===== src/rtl/sha_work_feeder_pkg.sv =====
// Shared types for the SHA work feeder: hash state, job descriptor and FSM encoding.
// Also hosts the nonce stepping helper used by the feeder and by result checkers.
package sha_feeder_pkg;

    typedef logic [255:0] HashState;

    typedef enum logic [1:0] {
        IDLE  = 2'd0,
        FIRST = 2'd1,
        RUN   = 2'd2
    } feeder_state_e;

    typedef struct packed {
        HashState    midstate;
        logic [31:0] w1;
        logic [31:0] w2;
        logic [31:0] w3;
    } JobDescriptor;

    // 33-bit sum so a step past 2^32 is still visible to the limit compare.
    function automatic logic [32:0] nonce_step(input logic [32:0] cnt, input logic [31:0] stride);
        return cnt + {1'b0, stride};
    endfunction

endpackage


===== src/rtl/sha_work_feeder_if.sv =====
// Core input bundle consumed by each SHA pre-pipeline instance.
// One beat per nonce; newblock marks the first beat of a job.
interface coreInputsIfc;
    logic        valid;
    logic        newblock;
    logic [31:0] w1;
    logic [31:0] w2;
    logic [31:0] w3;

    modport writer (output valid, newblock, w1, w2, w3);
    modport reader (input  valid, newblock, w1, w2, w3);
    modport master (output valid, newblock, w1, w2, w3);
    modport slave  (input  valid, newblock, w1, w2, w3);
endinterface


===== src/rtl/sha_work_feeder_nonce.sv =====
// Nonce tracker: 33-bit counter with load/step and a last-beat flag.
// Latency: load/inc take effect next cycle; last is combinational on the held count.
// Backpressure: none, caller gates inc.
module sha_nonce_tracker
    import sha_feeder_pkg::*;
#(
    parameter logic [31:0] NUMPROCESSORS = 32'd1,
    parameter logic [31:0] NONCE_LIMIT   = 32'hFFFF_FFFF
) (
    input  logic        clk,
    input  logic        rst,
    input  logic        load,
    input  logic [31:0] load_val,
    input  logic        inc,
    output logic [32:0] cnt,
    output logic        last
);

    always_ff @(posedge clk) begin
        if (!rst) begin
            cnt <= '0;
        end else if (load) begin
            cnt <= {1'b0, load_val};
        end else if (inc) begin
            cnt <= nonce_step(cnt, NUMPROCESSORS);
        end
    end

    assign last = nonce_step(cnt, NUMPROCESSORS) > {1'b0, NONCE_LIMIT};

endmodule


===== src/rtl/sha_work_feeder.sv =====
// Job feeder: turns one accepted job into a newblock beat plus one valid beat per nonce.
// Latency: accept to first beat 2 cycles; done one cycle after the last beat.
// Backpressure: stall freezes the stream; SHA_WORK_FEEDER_PRELOAD_EN adds a one-job preload slot.
module sha_work_feeder
    import sha_feeder_pkg::*;
#(
    parameter logic [31:0] PROCESSORINDEX = 32'd0,
    parameter logic [31:0] NUMPROCESSORS  = 32'd1,
    parameter logic [31:0] NONCE_LIMIT    = 32'hFFFF_FFFF
) (
    input  logic         clk,
    input  logic         rst,
    input  logic         job_valid,
    output logic         job_ready,
    input  HashState     job_midstate,
    input  logic [31:0]  job_w1,
    input  logic [31:0]  job_w2,
    input  logic [31:0]  job_w3,
    input  logic         stall,
    input  logic         abort,
    coreInputsIfc.writer out,
    output HashState     midstate_o,
    output logic         busy,
    output logic         done
);

    feeder_state_e state_q, state_d;
    JobDescriptor  job_q, job_d, incoming;
    logic          accept, beat, is_last, trk_last, trk_load, ready_d, last_q;
    logic [32:0]   nonce_cnt_unused;

`ifdef SHA_WORK_FEEDER_PRELOAD_EN
    JobDescriptor pre_q, pre_d;
    logic         pre_full_q, pre_full_d;
`endif

    assign incoming = '{midstate: job_midstate, w1: job_w1, w2: job_w2, w3: job_w3};

    sha_nonce_tracker #(
        .NUMPROCESSORS (NUMPROCESSORS),
        .NONCE_LIMIT   (NONCE_LIMIT)
    ) u_nonce (
        .clk      (clk),
        .rst      (rst),
        .load     (trk_load),
        .load_val (PROCESSORINDEX),
        .inc      (beat),
        .cnt      (nonce_cnt_unused),
        .last     (trk_last)
    );

    always_comb begin
        accept   = job_valid & job_ready;
        beat     = (state_q != IDLE) & ~stall & ~abort;
        is_last  = beat & trk_last;
        state_d  = state_q;
        job_d    = job_q;
        trk_load = 1'b0;
`ifdef SHA_WORK_FEEDER_PRELOAD_EN
        pre_d      = pre_q;
        pre_full_d = pre_full_q;
`endif
        case (state_q)
            IDLE: begin
                // An abort coinciding with the handshake drops the job.
                if (accept && !abort) begin
                    state_d  = FIRST;
                    job_d    = incoming;
                    trk_load = 1'b1;
                end
            end
            FIRST, RUN: begin
                if (abort) begin
                    state_d = IDLE;
`ifdef SHA_WORK_FEEDER_PRELOAD_EN
                    pre_full_d = 1'b0;
`endif
                end else if (is_last) begin
                    state_d = IDLE;
`ifdef SHA_WORK_FEEDER_PRELOAD_EN
                    if (pre_full_q) begin
                        state_d    = FIRST;
                        job_d      = pre_q;
                        pre_full_d = 1'b0;
                        trk_load   = 1'b1;
                    end else if (accept) begin
                        state_d  = FIRST;
                        job_d    = incoming;
                        trk_load = 1'b1;
                    end
`endif
                end else begin
                    if (beat) begin
                        state_d = RUN;
                    end
`ifdef SHA_WORK_FEEDER_PRELOAD_EN
                    if (accept) begin
                        pre_d      = incoming;
                        pre_full_d = 1'b1;
                    end
`endif
                end
            end
            default: state_d = IDLE;
        endcase
`ifdef SHA_WORK_FEEDER_PRELOAD_EN
        ready_d = (state_d == IDLE) | ~pre_full_d;
`else
        ready_d = (state_d == IDLE);
`endif
    end

    always_ff @(posedge clk) begin
        if (!rst) begin
            state_q <= IDLE;
            job_q   <= '0;
        end else begin
            state_q <= state_d;
            job_q   <= job_d;
        end
    end

`ifdef SHA_WORK_FEEDER_PRELOAD_EN
    always_ff @(posedge clk) begin
        if (!rst) begin
            pre_q      <= '0;
            pre_full_q <= 1'b0;
        end else begin
            pre_q      <= pre_d;
            pre_full_q <= pre_full_d;
        end
    end
`endif

    // Words and midstate only move on a newblock beat so the pipeline sees a stable job.
    always_ff @(posedge clk) begin
        if (!rst) begin
            job_ready    <= 1'b0;
            out.valid    <= 1'b0;
            out.newblock <= 1'b0;
            out.w1       <= '0;
            out.w2       <= '0;
            out.w3       <= '0;
            midstate_o   <= '0;
            busy         <= 1'b0;
            last_q       <= 1'b0;
            done         <= 1'b0;
        end else begin
            job_ready    <= ready_d;
            out.valid    <= beat;
            out.newblock <= beat & (state_q == FIRST);
            if (beat && state_q == FIRST) begin
                out.w1     <= job_q.w1;
                out.w2     <= job_q.w2;
                out.w3     <= job_q.w3;
                midstate_o <= job_q.midstate;
            end
            busy   <= (state_d != IDLE) | beat;
            last_q <= is_last;
            done   <= last_q;
        end
    end

endmodule

===== src/flat_wrapper.sv =====
// flat-port wrapper written by rule: the top's interface ports become plain ports
module sha_work_feeder_flat import sha_feeder_pkg::*;
#(
    parameter logic [31:0] PROCESSORINDEX = 32'd0,
    parameter logic [31:0] NUMPROCESSORS  = 32'd1,
    parameter logic [31:0] NONCE_LIMIT    = 32'hFFFF_FFFF
)
  (clk, rst, job_valid, job_ready, job_midstate, job_w1, job_w2, job_w3, stall, abort, midstate_o, busy, done, out_valid, out_newblock, out_w1, out_w2, out_w3);
  coreInputsIfc out_i ();
  input  logic clk;
  input  logic rst;
  input  logic job_valid;
  output logic job_ready;
  input  HashState job_midstate;
  input  logic [31:0] job_w1;
  input  logic [31:0] job_w2;
  input  logic [31:0] job_w3;
  input  logic stall;
  input  logic abort;
  output HashState midstate_o;
  output logic busy;
  output logic done;
  output wire logic [$bits(out_i.valid)-1:0] out_valid;
  output wire logic [$bits(out_i.newblock)-1:0] out_newblock;
  output wire logic [$bits(out_i.w1)-1:0] out_w1;
  output wire logic [$bits(out_i.w2)-1:0] out_w2;
  output wire logic [$bits(out_i.w3)-1:0] out_w3;
  assign out_valid = out_i.valid;
  assign out_newblock = out_i.newblock;
  assign out_w1 = out_i.w1;
  assign out_w2 = out_i.w2;
  assign out_w3 = out_i.w3;
  sha_work_feeder #(.PROCESSORINDEX(PROCESSORINDEX), .NUMPROCESSORS(NUMPROCESSORS), .NONCE_LIMIT(NONCE_LIMIT)) u_core (.clk(clk), .rst(rst), .job_valid(job_valid), .job_ready(job_ready), .job_midstate(job_midstate), .job_w1(job_w1), .job_w2(job_w2), .job_w3(job_w3), .stall(stall), .abort(abort), .out(out_i), .midstate_o(midstate_o), .busy(busy), .done(done));
endmodule

===== config.mk =====
export PLATFORM = sky130hd
export DESIGN_NAME = sha_work_feeder_flat
export DESIGN_NICKNAME = d
export VERILOG_FILES = /design/src/rtl/sha_work_feeder_pkg.sv /design/src/rtl/sha_work_feeder_if.sv /design/src/rtl/sha_work_feeder_nonce.sv /design/src/rtl/sha_work_feeder.sv /design/src/flat_wrapper.sv
export SDC_FILE = /design/constraint.sdc
export NUM_CORES = 1
export LEC_CHECK = 0
export ABC_AREA = 1
export ABC_CLOCK_PERIOD_IN_PS = 5250
export BUFFER_PORTS_ARGS = -buffer_cell sky130_fd_sc_hd__buf_2
export CORE_MARGIN = 5
export CORE_UTILIZATION = 37
export CTS_CLUSTER_SIZE = 14
export DETAILED_ROUTE_END_ITERATION = 8
export SYNTH_ARGS = -nofsm -noshare
export SYNTH_HDL_FRONTEND = slang
export SYNTH_HIERARCHICAL = 1
export SYNTH_SLANG_ARGS = --single-unit

===== constraint.sdc =====
create_clock -name clk -period 5.25 [get_ports clk]
set_input_delay 1.05 -clock clk [delete_from_list [all_inputs] [get_ports clk]]
set_output_delay 1.05 -clock clk [all_outputs]
set_load 0.01 [all_outputs]

==> results.md, run 1 <==
- Worst path cell trace: inv_1, ha_1, nand4_1, buf_12, buf_4, nand2_1, a21oi_1
- Pwr Density: 356.1 nW/um2
- Port bufs: about 700
- Area after DPL: 31670 um2
- Nets@finish: about 4500
- Mapped Cells: 3608
- Worst Max-Slew Pin Slew: 1.068 ns
- Highest layer used for signal routing: met5
- CTS resizes: 0
- Dominant synthesized flop cell: dfxtp_1
- Cell type with the largest total area after synthesis: dfxtp_1
- Tot GR Track Use: 0.2147
- Post-route ant nets: 0
- Area contributors post-synth: dfxtp_1 54%, nand2_1 17%, a21oi_1 13%, nand3_1 7.1%, buf_2 2.4%
- Die Area: ~80000 um2
- Synth Warn #: 6
- Core Region: between 70000 and 80000 um2
- Most common cell after layout, fill and taps aside: nand2_1
- Worst Path Required: between 5 and 6 ns
- Max Buffers Root-to-Sink: 3
- Post-CTS Setup Bufs: 0
- Achievable Freq: 0.3610 GHz
- Buf/Inv on CP: 3
- Most frequent cells in the layout: 1267 x nand2_1, 745 x dfxtp_1, 713 x buf_2, 707 x a21oi_1, 393 x nand3_1
- Clock Root Buffer: clkbuf_16
- Endpoint class of the critical path: register
- DR vias/cell: 4.940
- Initial Util: 0.3725
- Fillers: 7586
- H-tree levels: 3
- Met1 wire length: 39130 um
- Max-slew violation count: 0
- Async set-reset flop share out of synthesis: 0
- Post-route minimum period: 2.770 ns
- Setup CP Type: reg -> reg
- Initial antenna violation count: 42
- Peak supply drop: 201.3 uV
- TritonRoute pass-1 iters: 6
- MaxCap Viol Count: 0
- Register area share after synthesis: 0.5388
- Row cnt: 100
- Final WL: 92500 um
- DRC Markers: 0
- Hold buffer count at CTS: 0
- Top cell family by delay on the critical path: buffers and inverters
- Post-synthesis register bit count: roughly 750
- GPL Wtd Cong: roughly 0.86
- Fin crit share: 0.5277
- Slowest stage delay, CP: 0.73 ns
- First-pass GRT wire length: about 140000 um
- Largest net degree at the start of global routing: 162
- Post-route cell area: about 34000 um2
- Area growth syn-to-layout: 24.62%
- Worst-Skew Late Latency: between 0.6 and 0.7 ns
- Number of global-route vias before repair: around 24000
- Slew headroom: 0.2873
- Outcome: finished, final reports clean
- Synthesized cell area: 27680 um2
- CP max-delay cell: buf_4
- Share of layout cells above drive strength 1: 0.2148
- Detail Route met2 WL: 42800 um
- Final Skew: 0.03697 ns
- Unrepaired setup endpoints after global routing: no
- Post-DP HPWL: 59000 um
- Post-synth EDFFs: 0
- DR WL met3: 7281 um
- Pleak: 0.01351 uW
- R2r setup slk: 2.48 ns
- Clock Sink Count: 745
- DR WL/cell: 17.66 um
- Final TNS setup: 0 ns
- Die height: 283.5 um
- TritonCTS buffer count: around 80
- Critical path data arrival time: between 3 and 4 ns
- TritonCTS clock tree: yes
- Startpoint types: register
- Ports: 714
- Hold Path Class: reg -> reg
- Vias: 25879
- CP max FO: 129
- Avg Cell Area, Syn: 7.672 um2
- Post-synth top area share: 0.5388
- Overflow after GRT: 0
- Netlist cell types: 33
- Final hold vios: 0
- Setup-failing EPs final: 0
- Die Wd: 283.5 um
- Drt initial violations: 1745
- Clock transition at path regs: 0.06 ns
## sequential cells by signal, indices dropped and copies added (netlist names)
| signal | count |
|---|---|
| u_core/out.newblock | 1 |
| u_core/job_ready | 1 |
| u_core/done | 1 |
| u_core/midstate_o | 256 |
| u_core/u_nonce/cnt | 33 |
| u_core/last_q | 1 |
| u_core/out.w3 | 32 |
| u_core/job_q | 352 |
| u_core/out.valid | 1 |
| u_core/busy | 1 |
| u_core/out.w1 | 32 |
| u_core/state_q | 2 |
| u_core/out.w2 | 32 |
## layout make-up
| class | count | area [um2] | area share |
|---|---|---|---|
| Timing Repair Buffer | 743 | 3981 | 0.1154 |
| Antenna cell | 24 | 60.06 | 0.001741 |
| Sequential cell | 745 | 14910 | 0.4323 |
| Tap cell | 969 | 1212 | 0.03514 |
| Inverter | 60 | 247.7 | 0.007181 |
| Multi-Input combinational cell | 2548 | 11320 | 0.3281 |
| Clock buffer | 112 | 2295 | 0.06652 |
| Clock inverter | 38 | 469.2 | 0.01360 |
## kinds of logic after synthesis
family	synth area share
simple gates	0.2631
compound gates	0.1370
buf+inv	0.05745
flops	0.5388
xor+xnor	0.001266
fa+ha+maj	0.002260
other cells	0.0001355
## power by group
group	internal, uW	switching [uW]
combinational	201	395
clock	3450	2430
sequential	5760	59.7
total	9400	2880
## worst paths after layout
| check | cells past startpoint | from | to |
|---|---|---|---|
| setup reg to reg | 7 | u_core/state_q[0] | u_core/job_q[39] |
| setup / recovery | 7 | u_core/state_q[0] | u_core/job_q[39] |
| hold reg to reg | 2 | u_core/last_q | u_core/done |
| hold / removal | 2 | u_core/last_q | u_core/done |
## metal layers
metal	track usage	up-vias
met1	0.2724	11945
met5	0.005952	-
met3	0.06819	183
met2	0.3420	762
met4	0.08227	26
li1	-	12963
## Yosys cell counts, types with 4 or more instances
library cell / count
buf_2: 134
inv_2: 6
dfxtp_1: 745
buf_6: 5
nor2_1: 58
nor2_2: 4
buf_1: 14
nor2_4: 4
a31oi_1: 28
nand2_2: 11
ha_1: 5
nand4_1: 6
buf_4: 23
clkbuf_1: 110
inv_1: 54
nand3b_1: 6
nand3_1: 393
a21oi_1: 707
nand2_1: 1268
o21ai_0: 5
## per-stage QoR
stage                       util  instances  hold slack, ns  total power (uW)  worst slack (ns)
after floorplan                -       3639          0.3900              6277             2.556
after global placement    0.4262       5065          0.3957              6536             2.072
after detailed placement  0.4262       5065          0.4013              6540             2.025
after CTS                 0.4634       5215          0.4257             12440             2.408
after global routing      0.4639       5231          0.4475             12770             2.234
final                     0.4642       5239          0.4294             12280             2.480
## worst register-to-register path: stages, from the launching register on
cell     delay (ns)
dfxtp_1        0.40
inv_1          0.09
ha_1           0.24
nand4_1        0.29
buf_12         0.51
buf_4          0.78
nand2_1        0.21
a21oi_1        0.18
Note: power is estimated with default switching activity, not from simulation.
==> inputs of run 2 (changes only) <==
ABC_AREA = 0   (was 1)
ABC_CLOCK_PERIOD_IN_PS = 2710   (was 5250)
clock period = 2.71 ns   (was 5.25 ns; I/O delays follow)
==> results.md, run 2 <==
- R2r setup slk: 0.03 ns (-2.45 ns)
- Tot GR Track Use: 0.2125 (-0.002192)
- Most common cell in the netlist: nand2_1
- Port bufs: 713 (unchanged)
- MaxCap Viol Count: 0 (unchanged)
- Drt initial violations: 1586 (-9.1%)
- Power Internal: 18150 uW (+93%)
- Pwr Density: 673.3 nW/um2 (+89%)
- Largest net degree at the start of global routing: 174 (+7.4%)
- Fillers: 7359 (-3.0%)
- CP max FO: 5 (-96%)
- Startpoint types: register
- Post-synth EDFFs: 0 (unchanged)
- DRC Markers: 0 (unchanged)
- Avg Cell Area, Syn: 7.907 um2 (+3.1%)
- Setup-failing EPs final: 0 (unchanged)
- Setup CP Type: reg -> reg
- TritonCTS buffer count: 79 (-3.7%)
- Vias: 24723 (-4.5%)
- Synthesized cell area: 26950 um2 (-2.7%)
- Die Wd: 279.9 um (-1.3%)
- Die height: 279.9 um (-1.3%)
- Area contributors post-synth: dfxtp_1 55%, nand2_1 20%, a21oi_1 13%, clkbuf_1 1.7%, buf_2 1.7%
- Clock Sink Count: 745 (unchanged)
- Final cell utilization of the core: 0.4799 (+0.01576)
- Dominant synthesized flop cell: dfxtp_1
- Peak supply drop: 586.1 uV (+190%)
- DR WL/cell: 17.21 um (-2.6%)
- Post-route minimum period: 2.681 ns (-0.08925 ns)
- Psw: 5311 uW (+84%)
- Pleak: 0.01396 uW (+3.3%)
- Most common cell after layout, fill and taps aside: nand2_1
- Worst Max-Slew Pin Slew: 1.071 ns (+0.003412 ns)
- TritonCTS clock tree: yes
- Cell type with the largest total area after synthesis: dfxtp_1
- Clock network power share: 0.472 (-0.006)
- Synth Area in Simple Gates: 0.2340 (-0.02908)
- Post-synthesis register bit count: 745 (unchanged)
- Regs by FF count: u_core/job_q x352, u_core/midstate_o x256, u_core/u_nonce/cnt x33
- Area growth syn-to-layout: 29.29%
- Hold Path Class: in -> reg
- Async set-reset flop share out of synthesis: 0 (unchanged)
- Max-slew violation count: 0 (unchanged)
- H-tree levels: 3 (unchanged)
- Core Region: 72590 um2 (-2.3%)
- Ports: 714 (unchanged)
- Max Buffers Root-to-Sink: 3 (unchanged)
- Register area share after synthesis: 0.5535 (+0.01471)
- Outcome: finished, final reports clean
- First-pass GRT wire length: 133900 um (-5.4%)
- Top cells by count, synth: 1456 x nand2_1, 745 x dfxtp_1, 707 x a21oi_1, 125 x clkbuf_1, 92 x buf_2
- Largest family of logic cells by synthesized area: simple AND/OR/NAND/NOR gates
- Sw Share: 0.2264 (-0.008017)
- Nets@finish: 4488 (-1.2%)
- Max FFs per register: 352 (unchanged)
- Die Area: 78320 um2 (-2.6%)
- Unrepaired setup endpoints after global routing: yes
- Post-synthesis mux area share: 0 (unchanged)
- Post-route ant nets: 0 (unchanged)
- Post-synth top area share: 0.5535 (+0.01471)
- Worst Path Required: 3.22 ns (-2.58 ns)
- Synth Warn #: 6 (unchanged)
- Comb power frac: 0.047 (-0.002)
- Post-Synth XOR/XNOR Area: 0.01170 (+0.01044)
- Initial Util: 0.3712 (-0.001237)
- Worst-Skew Late Latency: 0.65 ns (+0.02 ns)
- Post-DP HPWL: 62080 um (+5.2%)
- GPL Wtd Cong: 0.8670 (+1.1%)
- Achievable Freq: 0.3730 GHz (+3.3%)
- Hold buffer count at CTS: 0 (unchanged)
- Clock transition at path regs: 0.06 ns (about the same)
- Final hold vios: 0 (unchanged)
- Clock Root Buffer: clkbuf_16
- Top reg by flops: u_core/job_q
- Sequential power share: 0.480 (+0.006)
- Synth Area in Compound Gates: 0.1476 (+0.01061)
- Final Skew: 0.02970 ns (-0.007269 ns)
- Share of layout cells above drive strength 1: 0.2442 (+0.02942)
- Most frequent cells in the layout: 1455 x nand2_1, 739 x dfxtp_1, 713 x buf_2, 707 x a21oi_1, 118 x buf_4
- Final WL: 88750 um (-4.1%)
- Synth Area in Adders: 0.002322 (+0.00006170)
- Critical path data arrival time: 3.19 ns (-0.13 ns)
- Endpoint class of the critical path: register
- Initial antenna violation count: 18 (-57%)
- Number of global-route vias before repair: 22923 (-5.7%)
- Power Total: 23460 uW (+91%)
- TritonRoute pass-1 iters: 7 (+1)
- Netlist cell types: 55 (+67%)
- DR vias/cell: 4.793 (-3.0%)
- Final TNS setup: 0 ns (unchanged)
- Slew headroom: 0.2859 (-0.001491)
- Mapped Cells: 3408 (-5.5%)
- Row cnt: 99 (-1.0%)
- Overflow after GRT: 0 (unchanged)
- Fin crit share: 0.9893 (+0.4616)
==> run 2: through the flow <==
step                      instances  worst slack, ns  cell area [um2]  hold WS, ns
after floorplan                3439          0.06727            27060       0.4118
after global placement         4995          -0.1512            31950       0.4366
after detailed placement       4995          -0.1433            31950       0.4409
after CTS                      5139         0.008559            34710      0.09266
after global routing           5155          -0.1624            34830      0.09849
final                          5158          0.02892            34840       0.1302
==> run 2: layout make-up <==
cell class                 count  area, um2  share of cell area
sequential                   745      14920              0.4283
multi-input combinational   2426      10870              0.3119
timing repair buffer         862       5057              0.1452
clock buffer                 120       2362             0.06781
tap                          959       1200             0.03444
clock inverter                20      334.1            0.009589
inverter                      12      60.06            0.001724
antenna                       14      35.03            0.001006
==> run 2: final timing paths <==
| path | end | depth (start not counted) | from |
|---|---|---|---|
| setup / recovery | u_core/job_ready | 12 | u_core/u_nonce/cnt[1] |
| hold / removal | u_core/job_q[71] | 3 | job_w1[7] |
| setup reg to reg | u_core/job_ready | 12 | u_core/u_nonce/cnt[1] |
| hold reg to reg | u_core/midstate_o[16] | 2 | u_core/job_q[112] |
==> run 2: worst max-delay path, cell delays in order (launching register included) <==
cell and delay, ns:
dfxtp_2 0.34, buf_6 0.11, nand4_1 0.20, nor4_2 0.34, buf_4 0.17, nand4_1 0.14
or4b_4 0.51, nand4_1 0.10, a211oi_2 0.06, nor3_1 0.17, o21ai_1 0.09, buf_4 0.14
a41o_1 0.21
==> run 2: logic make-up (layout without fill, tap and decap cells) <==
| kind of cell | Yosys count | count (layout) |
|---|---|---|
| AND/OR/NAND/NOR | 1586 | 1586 |
| adder cells (fa/ha/maj) | 5 | 5 |
| XOR/XNOR | 36 | 36 |
| other | 1 | 46 |
| buffers and inverters | 268 | 1014 |
| flip-flops | 745 | 745 |
| AO/OA/AOI/OAI | 767 | 767 |
==> run 2: layer usage <==
layer	vias up	global-route usage	share of wire
met4	6	0.07570	0.033
met3	156	0.04734	0.064
met2	690	0.3580	0.49
li1	12457	-	-
met5	-	0	0.00052
met1	11414	0.2695	0.41
==> run 2: what timing repair did <==
item,CTS,global route
pin swaps,5,10
cloned,0,0
buffers inserted,4,5
gates resized for setup,9,18
endpoints found under the setup margin,3,3
==> run 2: power by group through the flow <==
stage          logic (uW)  clock network, uW  registers [uW]
4_1_cts              1110              11300           11300
6_report             1110              11100           11300
2_1_floorplan         575                  0           11500
3_3_place_gp         1100                  0           11500
3_5_place_dp         1110                  0           11500
5_1_grt              1240              11800           11300
